**config.mk**
```make
export PLATFORM = sky130hd
export DESIGN_NAME = vga_timing_gen
export DESIGN_NICKNAME = d
export VERILOG_FILES = /design/src/rtl/vga_timing_gen.sv
export SDC_FILE = /design/constraint.sdc
export NUM_CORES = 1
export LEC_CHECK = 0
export BUFFER_PORTS_ARGS = -buffer_cell sky130_fd_sc_hd__buf_4
export CAP_MARGIN = 20
export CORE_MARGIN = 1
export CORE_UTILIZATION = 57
export CTS_BUF_LIST = sky130_fd_sc_hd__clkbuf_4 sky130_fd_sc_hd__clkbuf_8 sky130_fd_sc_hd__clkbuf_16
export DETAILED_ROUTE_END_ITERATION = 7
export PLACE_DENSITY_LB_ADDON = 0.15
export SYNTH_ARGS = -nofsm -noshare
export SYNTH_HDL_FRONTEND = slang
export SYNTH_SLANG_ARGS = --single-unit
```
**constraint.sdc**
```tcl
create_clock -name clk -period 7.31 [get_ports clk]
set_input_delay 1.0965 -clock clk [delete_from_list [all_inputs] [get_ports clk]]
set_output_delay 1.0965 -clock clk [all_outputs]
set_load 0.005 [all_outputs]
```
**src/rtl/vga_timing_gen.sv**
```systemverilog
// 1440x900@60 raster timing generator with colour blanking and a PIPE_EXT-deep delay line.
// Optional VGA_TEST_PATTERN_EN adds a test_mode input that replaces rgb_in with 8 vertical colour bars.
module vga_timing_gen #(
    parameter int   H_VIS    = 1440,
    parameter int   H_FP     = 80,
    parameter int   H_SYNC   = 152,
    parameter int   H_BP     = 232,
    parameter int   V_VIS    = 900,
    parameter int   V_FP     = 1,
    parameter int   V_SYNC   = 3,
    parameter int   V_BP     = 28,
    parameter logic H_POL    = 1'b0,
    parameter logic V_POL    = 1'b1,
    parameter int   PIPE_EXT = 0
) (
    input  logic        clk,
    input  logic        rst_n,
    input  logic        pix_en,
    input  logic [3:0]  rgb_in_r,
    input  logic [3:0]  rgb_in_g,
    input  logic [3:0]  rgb_in_b,
`ifdef VGA_TEST_PATTERN_EN
    input  logic        test_mode,
`endif
    output logic [10:0] draw_x,
    output logic [9:0]  draw_y,
    output logic        active,
    output logic        frame_start,
    output logic        vga_hs,
    output logic        vga_vs,
    output logic [3:0]  vga_r,
    output logic [3:0]  vga_g,
    output logic [3:0]  vga_b,
    output logic [15:0] frame_cnt
);

    localparam int H_TOT = H_VIS + H_FP + H_SYNC + H_BP;
    localparam int V_TOT = V_VIS + V_FP + V_SYNC + V_BP;

    localparam logic [10:0] H_LAST   = 11'(H_TOT - 1);
    localparam logic [10:0] H_VIS_C  = 11'(H_VIS);
    localparam logic [10:0] HS_BEG   = 11'(H_VIS + H_FP);
    localparam logic [10:0] HS_END   = 11'(H_VIS + H_FP + H_SYNC);
    localparam logic [9:0]  V_LAST   = 10'(V_TOT - 1);
    localparam logic [9:0]  V_VIS_C  = 10'(V_VIS);
    localparam logic [9:0]  VS_BEG   = 10'(V_VIS + V_FP);
    localparam logic [9:0]  VS_END   = 10'(V_VIS + V_FP + V_SYNC);

`ifdef VGA_TEST_PATTERN_EN
    localparam int DW = 6;
`else
    localparam int DW = 3;
`endif
    // Delay-line word: {bar index (pattern builds only), active, vsync, hsync}
    localparam logic [DW-1:0] DLY_RST = DW'({1'b0, ~V_POL, ~H_POL});

    logic [10:0]   h_cnt_reg;
    logic [9:0]    v_cnt_reg;
    logic [15:0]   frame_cnt_reg;
    logic          hs_reg;
    logic          vs_reg;
    logic [11:0]   rgb_reg;
    logic          hs_raw;
    logic          vs_raw;
    logic [DW-1:0] dly_in;
    logic [DW-1:0] dly_tap;
    logic [11:0]   rgb_src;

    always_ff @(posedge clk or negedge rst_n) begin
        if (!rst_n) begin
            h_cnt_reg <= '0;
            v_cnt_reg <= '0;
        end else if (pix_en) begin
            if (h_cnt_reg == H_LAST) begin
                h_cnt_reg <= '0;
                v_cnt_reg <= (v_cnt_reg == V_LAST) ? 10'd0 : v_cnt_reg + 10'd1;
            end else begin
                h_cnt_reg <= h_cnt_reg + 11'd1;
            end
        end
    end

    assign frame_start = pix_en && (h_cnt_reg == 11'd0) && (v_cnt_reg == 10'd0);

    always_ff @(posedge clk or negedge rst_n) begin
        if (!rst_n) begin
            frame_cnt_reg <= '0;
        end else if (frame_start) begin
            frame_cnt_reg <= frame_cnt_reg + 16'd1;
        end
    end

    assign active = (h_cnt_reg < H_VIS_C) && (v_cnt_reg < V_VIS_C);
    assign hs_raw = ((h_cnt_reg >= HS_BEG) && (h_cnt_reg < HS_END)) ? H_POL : ~H_POL;
    assign vs_raw = ((v_cnt_reg >= VS_BEG) && (v_cnt_reg < VS_END)) ? V_POL : ~V_POL;

`ifdef VGA_TEST_PATTERN_EN
    logic [2:0] bar_raw;
    assign bar_raw = 3'(h_cnt_reg / 11'd180);
    assign dly_in  = {bar_raw, active, vs_raw, hs_raw};
`else
    assign dly_in  = {active, vs_raw, hs_raw};
`endif

    generate
        if (PIPE_EXT == 0) begin : g_no_dly
            assign dly_tap = dly_in;
        end else begin : g_dly
            for (genvar gi = 0; gi < PIPE_EXT; gi++) begin : g_stage
                logic [DW-1:0] q_reg;
                if (gi == 0) begin : g_first
                    always_ff @(posedge clk or negedge rst_n) begin
                        if (!rst_n)      q_reg <= DLY_RST;
                        else if (pix_en) q_reg <= dly_in;
                    end
                end else begin : g_next
                    always_ff @(posedge clk or negedge rst_n) begin
                        if (!rst_n)      q_reg <= DLY_RST;
                        else if (pix_en) q_reg <= g_stage[gi-1].q_reg;
                    end
                end
            end
            assign dly_tap = g_stage[PIPE_EXT-1].q_reg;
        end
    endgenerate

    always_comb begin
        rgb_src = {rgb_in_r, rgb_in_g, rgb_in_b};
`ifdef VGA_TEST_PATTERN_EN
        // Bar order white,yellow,cyan,green,magenta,red,blue,black maps to one bit per channel
        if (test_mode) begin
            rgb_src = {{4{~dly_tap[4]}}, {4{~dly_tap[5]}}, {4{~dly_tap[3]}}};
        end
`endif
    end

    always_ff @(posedge clk or negedge rst_n) begin
        if (!rst_n) begin
            hs_reg  <= ~H_POL;
            vs_reg  <= ~V_POL;
            rgb_reg <= '0;
        end else if (pix_en) begin
            hs_reg  <= dly_tap[0];
            vs_reg  <= dly_tap[1];
            rgb_reg <= dly_tap[2] ? rgb_src : 12'h000;
        end
    end

    assign draw_x    = h_cnt_reg;
    assign draw_y    = v_cnt_reg;
    assign frame_cnt = frame_cnt_reg;
    assign vga_hs    = hs_reg;
    assign vga_vs    = vs_reg;
    assign vga_r     = rgb_reg[11:8];
    assign vga_g     = rgb_reg[7:4];
    assign vga_b     = rgb_reg[3:0];

endmodule

```
# Word level (Yosys, flattened, before mapping)
# Index checks and enable logic that the tools add are counted.
[word_totals]
ff_bits = 51
input_bits = 15
out_inout_bits = 53
wordCells = 30
[op_classes]
add_sub_neg = 3
order_cmp = 6
eq_ne = 2
n_mux = 5
reduce_logical = 8
[ops]
columns = ["op", "n"]
rows = [
  ["$lt 11x11->1 const B", 2],
  ["$lt 10x10->1 const B", 2],
  ["$add 16x1->16 const B", 1],
  ["$mux 12", 1],
  ["$add 11x1->11 const B", 1],
  ["$eq 11x11->1 const B", 1],
  ["$ge 11x11->1 const B", 1],
  ["$logic_not 11->1", 1],
  ["$mux 11", 1],
  ["$add 10x1->10 const B", 1],
  ["$eq 10x10->1 const B", 1],
  ["$ge 10x10->1 const B", 1],
  ["$logic_not 10->1", 1],
  ["$mux 10", 1],
  ["$logic_and 1x1->1", 5],
  ["$mux 1", 2],
  ["$reduce_and 2->1", 1],
]

# Depth between registers and ports, before layout
# Gate-level depths: netlist of the first run.
[logic_depth]
depth_word = 3
ltp_mapped = 7
depth_no_buf = 6

# Worst setup path before layout of the first run
# OpenSTA, ideal clock, no wires.
[synth_timing]
kind = "reg-to-output"
from = "register v_cnt_reg[6], in the netlist draw_y[6]"
to = "output active"
arrival_ns = 1.804
t_required_ns = 6.214
slack_ns = 4.409
path_stages_with_launch = 6
path_buffers = 1
path_cell_list = "dfrtp_1 -> or4_1 -> nor2_1 -> o21ai_0 -> clkbuf_1 -> inv_1"
[synth_between]
elab_chain_len = 2
[synth_rtl]
columns = ["element", "line_no", "source"]
rows = [
  ["from (decl)", "58", "logic [9:0] v_cnt_reg;"],
  ["from (signal assigned)", "76", "v_cnt_reg <= (v_cnt_reg == V_LAST) ? 10'd0 : v_cnt_reg + 10'd1;"],
  ["$lt 10x10->1", "93", "assign active = (h_cnt_reg < H_VIS_C) && (v_cnt_reg < V_VIS_C);"],
  ["$logic_and 1x1->1", "93", ""],
  ["to (decl)", "27", "output logic active,"],
]
# Every way passes these cells.

# Worst setup path in the final report of the first run
# Same ends and word-level chain as after synthesis.

==> results_dict.tcl, run 1 <==
set metrics [dict create \
    largest_reg_flops 16 \
    final_area_um2 3273 \
    wl_per_cell_um 15.18 \
    dieHeight_um 69.99 \
    cts_repair_resize_count 0 \
    slew-limit-headroom_pct 30.64 \
    die_width_um 69.99 \
    drt_wl_total_mm 5.846 \
    gp_congestion 0.8781 \
    synth_top_area_cell "dfrtp_1" \
    setup_viol 0 \
    r2r-start "draw_x[0]" \
    grt_max_degree 52 \
    rsz0062_at_grt "false" \
    hp-start "frame_cnt[14]" \
    run_status "finished clean" \
    vias 2230 \
    avgSynthCellArea_um2 9.832 \
    synth_area_um2 2635 \
    worst-r2r-cell-count 6 \
    io_pins 68 \
    place_area_um2 3161 \
    synth-seq-cells 51 \
    initialDrtViolationCount 127 \
    cp-end-kind "output port" \
    setup_slack_ps 3919 \
    area_growth_pct 24.22 \
    regToRegEndpoint "frame_cnt[3]" \
    cts_root_buf "clkbuf_8" \
    path_clk_slew_ps 90 \
    synth_top_cell_area_share_pct 47.48 \
    startpoint_type "register" \
    min_path_cells 1 \
    dp_hpwl_mm 4.192 \
    cts-htree-levels 2 \
    core_um2 4384 \
    grt_usage_pct 24.88 \
    grt_overflow 0 \
    start_util_pct 60.10 \
    crit_fanout 13 \
    drtPass1Iterations 4 \
    powerDensity_nw_per_um2 191.0 \
    fp-row-count 24 \
    p_leak_nw 1.622 \
    io_buffers 67 \
    design.die.area_um2 4899 \
    synthArstFlopShare_pct 100.0 \
    fmax_mhz 294.9 \
    cap_viol_max_count 0 \
    synth_warnings 0 \
    critical_path_class "reg -> out" \
    drc 0 \
    synth-main-ff-cell "dfrtp_1" \
    syn_inst 268 \
    synth_area_leaders "dfrtp_1, xnor2_1, nand2_1" \
    antenna_found_initial 0 \
    required_ps 6210 \
    grt_pass1_vias 2060 \
    synth_edf_count 0 \
    hold_path_class "reg -> reg" \
    ys_seq_area_share_pct 48.48 \
    yosysUniqueCellTypes 43 \
    clock_path_buffers 2 \
    hold_end "frame_cnt[14]" \
    r2r_setup_slack_ps 4820 \
    ctsHoldBuffers 0 \
    finalMaxSlewViolations 0 \
    tns_ps 0 \
    postLayoutCoreUtil_pct 74.66 \
    antenna_cells 0 \
    postCtsSetupRepairBufs 0 \
    synth_most_common_cell "dfrtp_1" \
    finalCritPeriodShare_pct 46.39 \
    fin_total_pwr_w 0.0006253 \
    synth_nets 290 \
    finalHoldViolations 0 \
    nets 354 \
    route.antenna.remaining_nets 0 \
    finalCriticalPeriod_ps 3391 \
    worst_ir_drop_vdd_uv 161.4 \
    tightestPinTransition_ps 1031 \
    skew_ps 5.588 \
    drive_gt1_share_pct 26.43 \
    grt_pass1_wl_mm 9.687 \
    cts_sinks 51 \
    numCtsBuffers 5 \
    cts_tree "done" \
    ys_top_cells_by_count "dfrtp_1, nand2_1, inv_1" \
    clk_latency_ps 300 \
    place_ws_ps 4167 \
    crit_arrival_ps 2290 \
    vias_per_cell 5.792 \
]
## power by group
group / leakage (nW) / switching, W / total [W] / internal (W)
clock: 0.0581 / 0.0000933 / 0.000195 / 0.000102
sequential: 0.661 / 0.0000338 / 0.000336 / 0.000302
combinational: 0.903 / 0.0000414 / 0.0000944 / 0.0000530
total: 1.62 / 0.000168 / 0.000625 / 0.000457
## cells by family (layout without fill, tap and decap cells)
group | after synthesis | count (layout) | share of synthesized area [%]
mux | 7 | 7 | 2.754
fa+ha+maj | 7 | 7 | 3.324
simple gates | 112 | 112 | 24.50
compound gates | 35 | 35 | 7.835
flops | 51 | 51 | 48.48
buf+inv | 33 | 98 | 5.176
xor+xnor | 23 | 23 | 7.930
## area by class of cell
type,instances,area (um^2)
fill,335,1111
inverter,21,78.83
clock buffer,5,68.82
multi-input combinational,184,1221
timing repair buffer,69,518.0
tap,52,65.06
sequential,51,1277
clock inverter,3,43.79
## through the flow
stage,hold WS (ps),std cells
floorplan,468.2,268
global placement,463.0,377
detailed placement,481.6,377
CTS,494.6,385
global route,518.4,385
finish,493.0,385
## critical path: stages (launching register included)
cell and delay [ps]:
dfrtp_1 470, or4_1 620, nor2_1 390, o21ai_0 160, buf_4 200, inv_1 60, buf_4 100
## cells in the final DEF, fill, tap and decap left out, drive strengths merged, types with 2 or more instances in the layout
cell type	synthesis	routed
a21oi	6	6
a31oi	2	2
and2	4	4
and3	10	10
and4	6	6
and4b	2	2
buf	3	69
clkbuf	9	5
clkinv	0	2
dfrtp	50	50
ha	7	7
inv	21	21
mux2	2	2
mux2i	5	5
nand2	28	28
nand3	12	12
nand4	16	16
nor2	10	10
nor3	3	3
nor4	6	6
o21ai	11	11
o22ai	12	12
or3	2	2
or4	7	7
or4b	2	2
xnor2	15	15
xor2	8	8
## worst max path at each step
stage,cells past startpoint,endpoint,startpoint
floorplan,5,active,draw_y[6]
global placement,5,frame_start,pix_en
detailed placement,5,frame_start,pix_en
finish,6,active,draw_y[6]
global route,6,active,draw_y[6]
CTS,6,active,draw_y[6]
## metal layers
metal	up-vias	GRT usage, %	part of all wire, %
li1	1080	-	-
met4	0	8.444	1.7
met1	1056	33.97	43
met2	86	40.06	49
met3	8	4.618	6.2
met5	-	0	0
Note: power is estimated with default switching activity, not from simulation.
==> inputs of run 2 (changes only) <==
- ABC_AREA: default -> 1
- CORE_UTILIZATION: 57 -> 49
- clock period: 7.31 -> 2.8 ns (I/O delays scaled with it)
==> results_dict.tcl, run 2 <==
set metrics [dict create \
    wl_per_cell_um 12.49 \
    synth-seq-cells 51 \
    powerDensity_nw_per_um2 454.2 \
    cts_sinks 51 \
    vias_per_cell 5.188 \
    fillers 565 \
    hold_path_class "in -> async" \
    io_buffers 67 \
    initialDrtViolationCount 156 \
    path_clk_slew_ps 100 \
    dieHeight_um 80.40 \
    design.die.area_um2 6463 \
    slowest_stage "dfrtp_1" \
    core_um2 5921 \
    seq_area_um2 1277 \
    cp-end-kind "output port" \
    syn_inst 408 \
    synth_top_area_cell "dfrtp_1" \
    ys_seq_area_share_pct 42.42 \
    r2r_setup_slack_ps 1020 \
    postCtsSetupRepairBufs 0 \
    vias 2843 \
    finalCritPeriodShare_pct 76.58 \
    die_width_um 80.40 \
    drt_wl_total_mm 6.845 \
    run_status "finished clean" \
    synth_area_um2 3012 \
    synth-main-ff-cell "dfrtp_1" \
    setup_viol 0 \
    finalHoldViolations 0 \
    grt_overflow 0 \
    worst_ir_drop_vdd_uv 354.0 \
    nets 494 \
    drc 0 \
    grt_usage_pct 23.20 \
    cts_tree "done" \
    start_util_pct 50.87 \
    ys_top_cells_by_count "nand2_1, dfrtp_1, nor2_1" \
    dp_hpwl_mm 4.915 \
    tightestPinTransition_ps 643.0 \
    largest_reg_flops 16 \
    r2r-start "draw_y[0]" \
    finalCriticalPeriod_ps 2144 \
    tns_ps 0 \
    crit_fanout 13 \
    drive_gt1_share_pct 20.30 \
    skew_ps 13.32 \
    grt_pass1_vias 2629 \
    gp_congestion 0.9136 \
    crit_buf_inv 2 \
    drtPass1Iterations 4 \
    cp-startpoint "draw_y[2]" \
    critPathCapture "active" \
    grt_pass1_wl_mm 11.91 \
    synth_warnings 0 \
    yosysUniqueCellTypes 31 \
    synthArstFlopShare_pct 100.0 \
    cpPeakStageDelay_ps 480 \
    final_cell_mix "nand2_1, buf_4, dfrtp_1" \
    grt_max_degree 52 \
    regToRegEndpoint "frame_cnt[11]" \
    synth_most_common_cell "nand2_1" \
    fmax_mhz 466.4 \
    cts_repair_resize_count 0 \
    multi_input_area_um2 1511 \
    worst-r2r-cell-count 6 \
    fin_total_pwr_w 0.001663 \
    worstPathCellList "nor2_4 -> nand3_1 -> o21ai_1 -> nand2_1 -> inv_1 -> buf_4" \
    finalMaxSlewViolations 0 \
    fp-row-count 28 \
    crit_arrival_ps 1720 \
    synth_area_leaders "dfrtp_1, nand2_1, o21ai_0" \
    synth_top_cell_area_share_pct 41.55 \
    cts-htree-levels 2 \
    slew-limit-headroom_pct 57.13 \
    startpoint_type "register" \
    cts_root_buf "clkbuf_8" \
    antenna_found_initial 0 \
    clk_latency_ps 300 \
    p_leak_nw 1.896 \
    area_growth_pct 21.60 \
    synth_nets 430 \
    io_pins 68 \
    avgSynthCellArea_um2 7.381 \
    critical_path_class "reg -> out" \
    synth_edf_count 0 \
    rsz0062_at_grt "false" \
    route.antenna.remaining_nets 0 \
    cap_viol_max_count 0 \
    final_common_cell "nand2_1" \
    clock_path_buffers 2 \
    ctsHoldBuffers 0 \
    required_ps 2380 \
    numCtsBuffers 5 \
    cp.depth 6 \
    antenna_cells 0 \
    cp_top_family "simple AND/OR/NAND/NOR gates" \
]
==> run 2: worst min path at each step <==
stage,from,end,slack (ps)
after floorplan,rst_n,draw_x[0],120
after global placement,vga_vs,vga_vs,470
after detailed placement,vga_vs,vga_vs,480
after CTS,rst_n,rgb_reg[8],150
after global routing,rst_n,rgb_reg[8],190
final,rst_n,rgb_reg[8],130
==> run 2: metal layers <==
layer  global-route usage [%]  part of all wire [%]
met2                    38.31                    47
met1                    31.15                    47
met5                        0                     0
met4                    6.429                  0.91
met3                    3.977                   5.5
==> run 2: layout make-up <==
cell class | instances | area share (%)
multi-input cells | 304 | 41.27
clock buffers | 5 | 1.879
well taps | 75 | 2.562
clock inverters | 3 | 1.264
inverters | 43 | 4.407
flip-flops and latches | 51 | 34.88
repair buffers | 67 | 13.73
==> run 2: kinds of logic after synthesis <==
family / synth area share [%]
compound gates: 7.893
xor+xnor: 4.072
fa+ha+maj: 2.908
buf+inv: 7.395
flops: 42.42
simple gates: 35.31
==> run 2: metrics by stage <==
| step | hold WS [ps] | utilization (%) | std cells | area, um^2 | worst slack, ps |
|---|---|---|---|---|---|
| finish | 132.8 | 61.86 | 548 | 3662 | 655.8 |
| global route | 188.3 | 61.86 | 548 | 3662 | 471.5 |
| CTS | 145.0 | 61.86 | 548 | 3662 | 634.6 |
| detailed placement | 478.9 | 59.91 | 540 | 3547 | 988.6 |
| global placement | 471.4 | 59.91 | 540 | 3547 | 1040 |
| floorplan | 124.4 | - | 408 | 3012 | 1265 |
==> run 2: where the power goes <==
| part | internal (W) | total [W] | leakage [nW] | switching (W) |
|---|---|---|---|---|
| registers | 0.000782 | 0.000853 | 0.677 | 0.0000711 |
| clock network | 0.000269 | 0.000526 | 0.0548 | 0.000257 |
| logic | 0.000127 | 0.000284 | 1.16 | 0.000157 |
| total | 0.00118 | 0.00166 | 1.90 | 0.000485 |
